**src/rtl/psum_ofifo.sv**
```systemverilog
// psum_ofifo
//   Output-side buffer for the MAC array. Each of the col columns pushes its
//   own partial sum into its own FIFO whenever its write strobe fires, so the
//   columns may arrive on staggered cycles. A row is released only when every
//   column FIFO holds at least one entry. Downstream therefore always reads
//   col-wide, column-aligned rows.
//
// Ports
//   clk        in   1             rising-edge clock
//   reset      in   1             asynchronous, active-high reset
//   wr         in   col           per-column push strobe (bit i = column i)
//   in         in   col*bw_psum   column i data in in[bw_psum*(i+1)-1:bw_psum*i]
//   rd         in   1             row pop request
//   out        out  col*bw_psum   registered popped row, same packing as in
//   o_valid    out  1             every column FIFO non-empty
//   o_full     out  1             any column FIFO full
//   o_ready    out  1             ~o_full
//   o_overflow out  1             sticky: a push was dropped on a full column

module psum_ofifo #(
  parameter int col     = 8,
  parameter int bw      = 4,
  parameter int bw_psum = 2*bw+4,
  parameter int depth   = 16,
  parameter int ptr_w   = $clog2(depth)
) (
  input  logic                   clk,
  input  logic                   reset,
  input  logic [col-1:0]         wr,
  input  logic [col*bw_psum-1:0] in,
  input  logic                   rd,
  output logic [col*bw_psum-1:0] out,
  output logic                   o_valid,
  output logic                   o_full,
  output logic                   o_ready,
  output logic                   o_overflow
);

  logic [col-1:0]         empty;
  logic [col-1:0]         full;
  logic [col-1:0]         drop;
  logic [col*bw_psum-1:0] head_row;
  logic                   pop;

  assign o_valid = &(~empty);
  assign o_full  = |full;
  assign o_ready = ~o_full;

  // A pop is only honoured when a whole row exists; rd on a partial row is ignored.
  assign pop = rd & o_valid;

  for (genvar i = 0; i < col; i++) begin : g_col
    logic [ptr_w:0]       wr_ptr;
    logic [ptr_w:0]       rd_ptr;
    logic [bw_psum-1:0]   mem [depth];
    logic                 push;

    // Pointers carry one extra wrap bit so full and empty can be told apart.
    assign empty[i] = (wr_ptr == rd_ptr);
    assign full[i]  = (wr_ptr[ptr_w] != rd_ptr[ptr_w]) &&
                      (wr_ptr[ptr_w-1:0] == rd_ptr[ptr_w-1:0]);

    // A same-cycle pop frees the head slot, so a full column still accepts a push.
    assign push    = wr[i] & (~full[i] | pop);
    assign drop[i] = wr[i] & full[i] & ~pop;

    assign head_row[i*bw_psum +: bw_psum] = mem[rd_ptr[ptr_w-1:0]];

    always_ff @(posedge clk or posedge reset) begin
      if (reset) begin
        wr_ptr <= '0;
        rd_ptr <= '0;
      end else begin
        if (push) wr_ptr <= wr_ptr + 1'b1;
        if (pop)  rd_ptr <= rd_ptr + 1'b1;
      end
    end

    // Storage is not reset; the pointers alone define what is valid.
    always_ff @(posedge clk) begin
      if (push) mem[wr_ptr[ptr_w-1:0]] <= in[i*bw_psum +: bw_psum];
    end
  end

  always_ff @(posedge clk or posedge reset) begin
    if (reset) begin
      out <= '0;
    end else if (pop) begin
      out <= head_row;
    end
  end

  always_ff @(posedge clk or posedge reset) begin
    if (reset) begin
      o_overflow <= 1'b0;
    end else if (|drop) begin
      o_overflow <= 1'b1;
    end
  end

endmodule

```
**config.mk**
```make
export PLATFORM = sky130hd
export DESIGN_NAME = psum_ofifo
export DESIGN_NICKNAME = d
export VERILOG_FILES = /design/src/rtl/psum_ofifo.sv
export SDC_FILE = /design/constraint.sdc
export NUM_CORES = 2
export LEC_CHECK = 0
export ABC_CLOCK_PERIOD_IN_PS = 7540
export CORE_AREA = 4 4 387 389
export CTS_BUF_LIST = sky130_fd_sc_hd__clkbuf_8
export DETAILED_ROUTE_END_ITERATION = 6
export DIE_AREA = 0 0 391 393
export PLACE_DENSITY_LB_ADDON = 0.25
export SYNTH_ARGS = -nofsm -noshare
export SYNTH_HDL_FRONTEND = slang
export SYNTH_SLANG_ARGS = --single-unit
```
**constraint.sdc**
```tcl
create_clock -name clk -period 7.54 [get_ports clk]
set_input_delay 1.885 -clock clk [delete_from_list [all_inputs] [get_ports clk]]
set_output_delay 1.885 -clock clk [all_outputs]
set_load 0.1 [all_outputs]
```
* Word level (Yosys, flattened, before mapping)
Memories as Yosys holds them, arrays and structs flattened. A register that Yosys moved wholly into a read port is not among the register bits.
Cells that the tools add are included.
** Storage, ports and cells
- Flip-flop bits (word level) :: 81
- Bits in writable memories :: 1536
- Bits of input ports :: 107
- Output and inout port bits :: 100
- Logic and storage cells :: 136
- Memories kept :: 8
** Memory list
- g_col[0].mem :: words 16, width 12, rd ports 1, clocked after memory_dff 1, write ports 1, RTL line 55 : logic [bw_psum-1:0] mem [depth];
- g_col[1].mem :: words 16, width 12, rd ports 1, clocked after memory_dff 1, write ports 1, RTL line 55
- g_col[2].mem :: words 16, width 12, rd ports 1, clocked after memory_dff 1, write ports 1, RTL line 55
- g_col[3].mem :: words 16, width 12, rd ports 1, clocked after memory_dff 1, write ports 1, RTL line 55
- g_col[4].mem :: words 16, width 12, rd ports 1, clocked after memory_dff 1, write ports 1, RTL line 55
- g_col[5].mem :: words 16, width 12, rd ports 1, clocked after memory_dff 1, write ports 1, RTL line 55
- 2 more memories
** Cells by class
- Add/subtract/negate cells :: 16
- Equality and inequality tests :: 24
- Muxes and demuxes :: 16
- Bitwise gates (word level) :: 44
- Reductions and logical operators :: 11
** Operators with widths (count)
- 5-bit by 1-bit adder with 5-bit output (second input constant) :: 16
- 5-bit equality test :: 8
- 4-bit equality test :: 8
- 1-bit bitwise AND :: 25
- 1-bit 2-to-1 mux :: 16
- 8-bit OR reduction :: 2
- 1-bit NOT :: 10
- 1-bit logical AND :: 8
- 1-bit != test :: 8
- 8-bit NOT :: 1
- 1-bit bitwise OR :: 8
- 8-bit AND reduction :: 1

* Depth between registers and ports, before layout
- Depth after elaboration :: 8
- Depth in mapped cells :: 11
- Depth with buffers taken out :: 7

* Worst setup path after synthesis
Ideal clock, no wire load.
- Kind :: register to output
- Start :: register g_col[5].rd_ptr[1]
- End :: output port o_ready
- Arrival :: 2.821 ns
- Data required time :: 5.655 ns
- Setup slack :: 2.834 ns
- Cell stages (with the launch flop) :: 9
- Path buffers :: 2
- Cells stage by stage :: dfrtp_1 -> clkbuf_1 -> xor2_1 -> nor4_1 -> and2_1 -> clkbuf_1 -> nor4_1 -> nand2_1 -> inv_1
** On the way
- Longest elaborated chain between the ends :: 4
** RTL lines
- start: declaration :: RTL line 54 : logic [ptr_w:0] rd_ptr;
- start signal: assignment :: RTL line 75 : if (pop) rd_ptr <= rd_ptr + 1'b1;
- 4-bit equality test :: RTL line 61 : (wr_ptr[ptr_w-1:0] == rd_ptr[ptr_w-1:0]);
- 1-bit logical AND :: RTL line 60 : assign full[i] = (wr_ptr[ptr_w] != rd_ptr[ptr_w]) &&
- 8-bit OR reduction :: RTL line 46 : assign o_full = |full;
- net o_full :: RTL line 34 : output logic o_full,
- 1-bit NOT :: RTL line 47 : assign o_ready = ~o_full;
- end: declaration :: RTL line 35 : output logic o_ready,
The timed path passes the listed nets, and every way through them passes these cells.

* Worst setup path after layout
- Start :: register g_col[6].rd_ptr[3]
- End :: output port o_ready
** On the way
- Longest elaborated chain between the ends :: 4
** RTL lines (RTL line)
- start: declaration :: 54
- start signal: assignment :: 75
- 4-bit equality test :: 61
- 1-bit logical AND :: 60
- 8-bit OR reduction :: 46
- 1-bit NOT :: 47
Every way passes these cells.

==> impl_metrics.toml <==
[run_status]
status = "complete, no violations"

[route]
wl_met1_mm = 60.0
dr.pass1.iters = 5
via_per_inst = 5.67
drtIter0Drc = 2701
ant_nets = 0
drc_errors = 0
dr_wl_met3_mm = 9.16
wl_per_cell_um = 26.2
top_layer_used = "met5"
wl_met2_mm = 76.8
routed_wl_mm = 149
num_vias = 32300

[global_routing]
grt_max_degree = 107
grt_pass1_wl_mm = 225
grt_pass1_vias = 34881
antenna_found_initial = 21
track_usage = 0.198
gr-total-overflow = 0

[timing]
fin_crit_ns = 6.82
tns_ns = 0
finalHoldWorstSlack_ns = 0.473
slew_viol_final = 0
slew_headroom = 0.139
max_freq_mhz = 147
fin_skew_ns = 0.0734
hold_viol_final = 0
setup_viol = 0
rsz0062_at_grt = "no"
timing.final.crit_share = 0.905
layout_setup_ws_ns = 0.715
tightest_slew_ns = 1.28

[power_and_ir_drop]
intPower_mw = 20.6
p_leak_nw = 25.5
power.share.switching = 0.359
clkPwrFrac = 0.236
power_density_mw_per_mm2 = 412
ir_drop_v = 0.000453
p_comb_frac = 0.371
power_switching_mw = 11.5
power_frac_seq = 0.393

[die]
core_mm2 = 0.147
die_h_um = 393
boundaryPins = 207
die-width_um = 391
die_area_mm2 = 0.154
rows = 141
start_util = 0.457

[logic_synthesis]
syn_nets = 3224
ys_seq_area_frac = 0.753
yosys-top-cells-area = "edfxtp_1 (69%), mux4_2 (16%), dfrtp_1 (6.6%), mux2_2 (1.7%), nor3_1 (0.83%)"
synth-edff-count = 1536
synth_warnings = 0
synth_seq_cells = 1713
synth_top_area_frac = 0.687
synthArstFlopShare = 0.103
synth_ff_type = "edfxtp_1"
syn_inst = 3077
synth_top_cell_by_area = "edfxtp_1"
ys_types = 43
syn_area_per_cell_um2 = 21.8
synth_area_mm2 = 0.0671

[placed_design]
dp_slack_ns = 1.73
numPortBuffers = 206
place_hpwl_mm = 88.2
post-place-cells = 5164
gp_congestion = 0.790

[critical_path]
worst-r2r-setup-slack_ns = 3.12
critical_path_peak_fanout = 15
cp_data_arrival_time_ns = 4.94
setup.worst_path.end_class = "output pin"
worstReg2RegEnd = "g_col[3].mem[4][3]$_DFFE_PP_"
reg2reg_depth = 8
rr_startpoint = "g_col[6].rd_ptr[3]$_DFFE_PP0N_"
cp.required_ns = 5.66
startpoint_type = "flip-flop"
crit_type = "flip-flop to output pin"
critPathLaunch = "g_col[6].rd_ptr[3]$_DFFE_PP0N_"

[clock_tree]
postCtsHoldBufs = 0
clkLatencyLatePin_ns = 0.98
cts.sinks = 1713
cts_setup_buffers = 0
numCtsBuffers = 298
cts_tree = "yes"
clk_pin_slew_ns = 0.06
postCtsResizedCells = 0
root_buffer = "clkbuf_8"
ctsHtreeMaxLevel = 5
cts_max_path_buffers = 4

[cells_and_area]
syn2layout_area_growth_pct = 16.2
drive_gt1_frac = 0.337
seq_area_mm2 = 0.0506
fillerInstances = 11271
fin_nets = 3682
mostFrequentLayoutCells = "edfxtp_1 (1536), mux4_2 (480), clkbuf_8 (326)"
layout_commonest_cell = "edfxtp_1"
final_util = 0.531
multiInputGateArea_mm2 = 0.0163
final_cell_count_no_fill = 5695

[min_path]
holdPathStages = 1
min_to = "o_overflow$_DFFE_PP0P_"
hold_path.class = "flip-flop to flip-flop"
min_from = "o_overflow$_DFFE_PP0P_"

[flow_run]
maxCapViolCount = 0
==> Yosys cell counts, types with 4 or more instances <==
cell type and instances:
xnor2_1 32, nor4_1 34, dfrtp_1 177, or2_2 8, and2_1 4, nand3_1 36
o211ai_1 33, nand2_1 103, mux4_2 480, o221ai_1 22, nor2b_1 4, edfxtp_1 1536
buf_6 11, ha_1 40, clkbuf_1 122, or3_1 15, buf_2 21, a21boi_1 8
nor3_1 111, buf_4 5, o21ai_0 16, nand2b_1 15, inv_1 31, nor4b_1 6
nand4_1 6, buf_1 38, xor2_1 40, mux2_2 102
==> worst max-delay path, stage by stage (launching register included) <==
cell and delay [ns]:
dfrtp_1 0.93, xor2_1 0.21, nor4_1 0.15, and2_1 0.32, nor4_1 0.77, nand2_1 0.36, inv_1 0.11, clkdlybuf4s50_1 1.13
==> worst max path at each step <==
stage,to,slack (ns),cells after the start
2_1_floorplan,g_col[0].rd_ptr[0]$_DFFE_PP0N_,0.85,1
3_3_place_gp,o_ready,1.80,7
3_5_place_dp,o_ready,1.73,7
4_1_cts,o_ready,0.63,7
5_1_grt,o_ready,0.50,7
6_report,o_ready,0.72,7
==> per-layer routing <==
layer,GRT usage,vias to the layer above
li1,-,13776
met1,0.256,17179
met2,0.334,1066
met3,0.0442,275
met4,0.0627,4
met5,0,-
==> cell families (layout without fill, tap and decap cells) <==
family | after synthesis | count (layout) | synth area share
buf+inv | 233 | 908 | 0.0152
mux | 584 | 584 | 0.179
fa+ha+maj | 40 | 40 | 0.00746
flops | 1713 | 1713 | 0.753
other cells | 0 | 13 | 0
xor+xnor | 72 | 72 | 0.00940
simple gates | 346 | 346 | 0.0260
compound gates | 89 | 89 | 0.00988
==> sequential cells by signal (all words and copies together), names as in the netlist <==
register      count
g_col.mem      1536
o_overflow        1
out              96
g_col.rd_ptr     40
g_col.wr_ptr     40
==> per-stage QoR <==
step / power, mW / cell area (um^2)
final: 32.1 / 78000
after global routing: 33.7 / 78000
after CTS: 32.6 / 77900
after detailed placement: 24.9 / 72600
after global placement: 24.6 / 72600
after floorplan: 21.4 / 67100
==> power by group through the flow <==
stage	Sequential (mW)	Clock (mW)	Combinational [mW]
after floorplan	14.3	0	7.09
after global placement	12.7	0	11.9
after detailed placement	12.8	0	12.1
after CTS	12.6	7.82	12.1
after global routing	12.8	8.30	12.6
final	12.6	7.57	11.9
==> layout make-up <==
type,count,area share
Clock buffer,326,0.0575
Clock inverter,191,0.0107
Inverter,33,0.00185
Antenna cell,13,0.000417
Tap cell,1930,0.0310
Multi-Input combinational cell,1131,0.209
Timing Repair Buffer,358,0.0412
Sequential cell,1713,0.649
No activity file was read; power rests on OpenSTA's default activity.
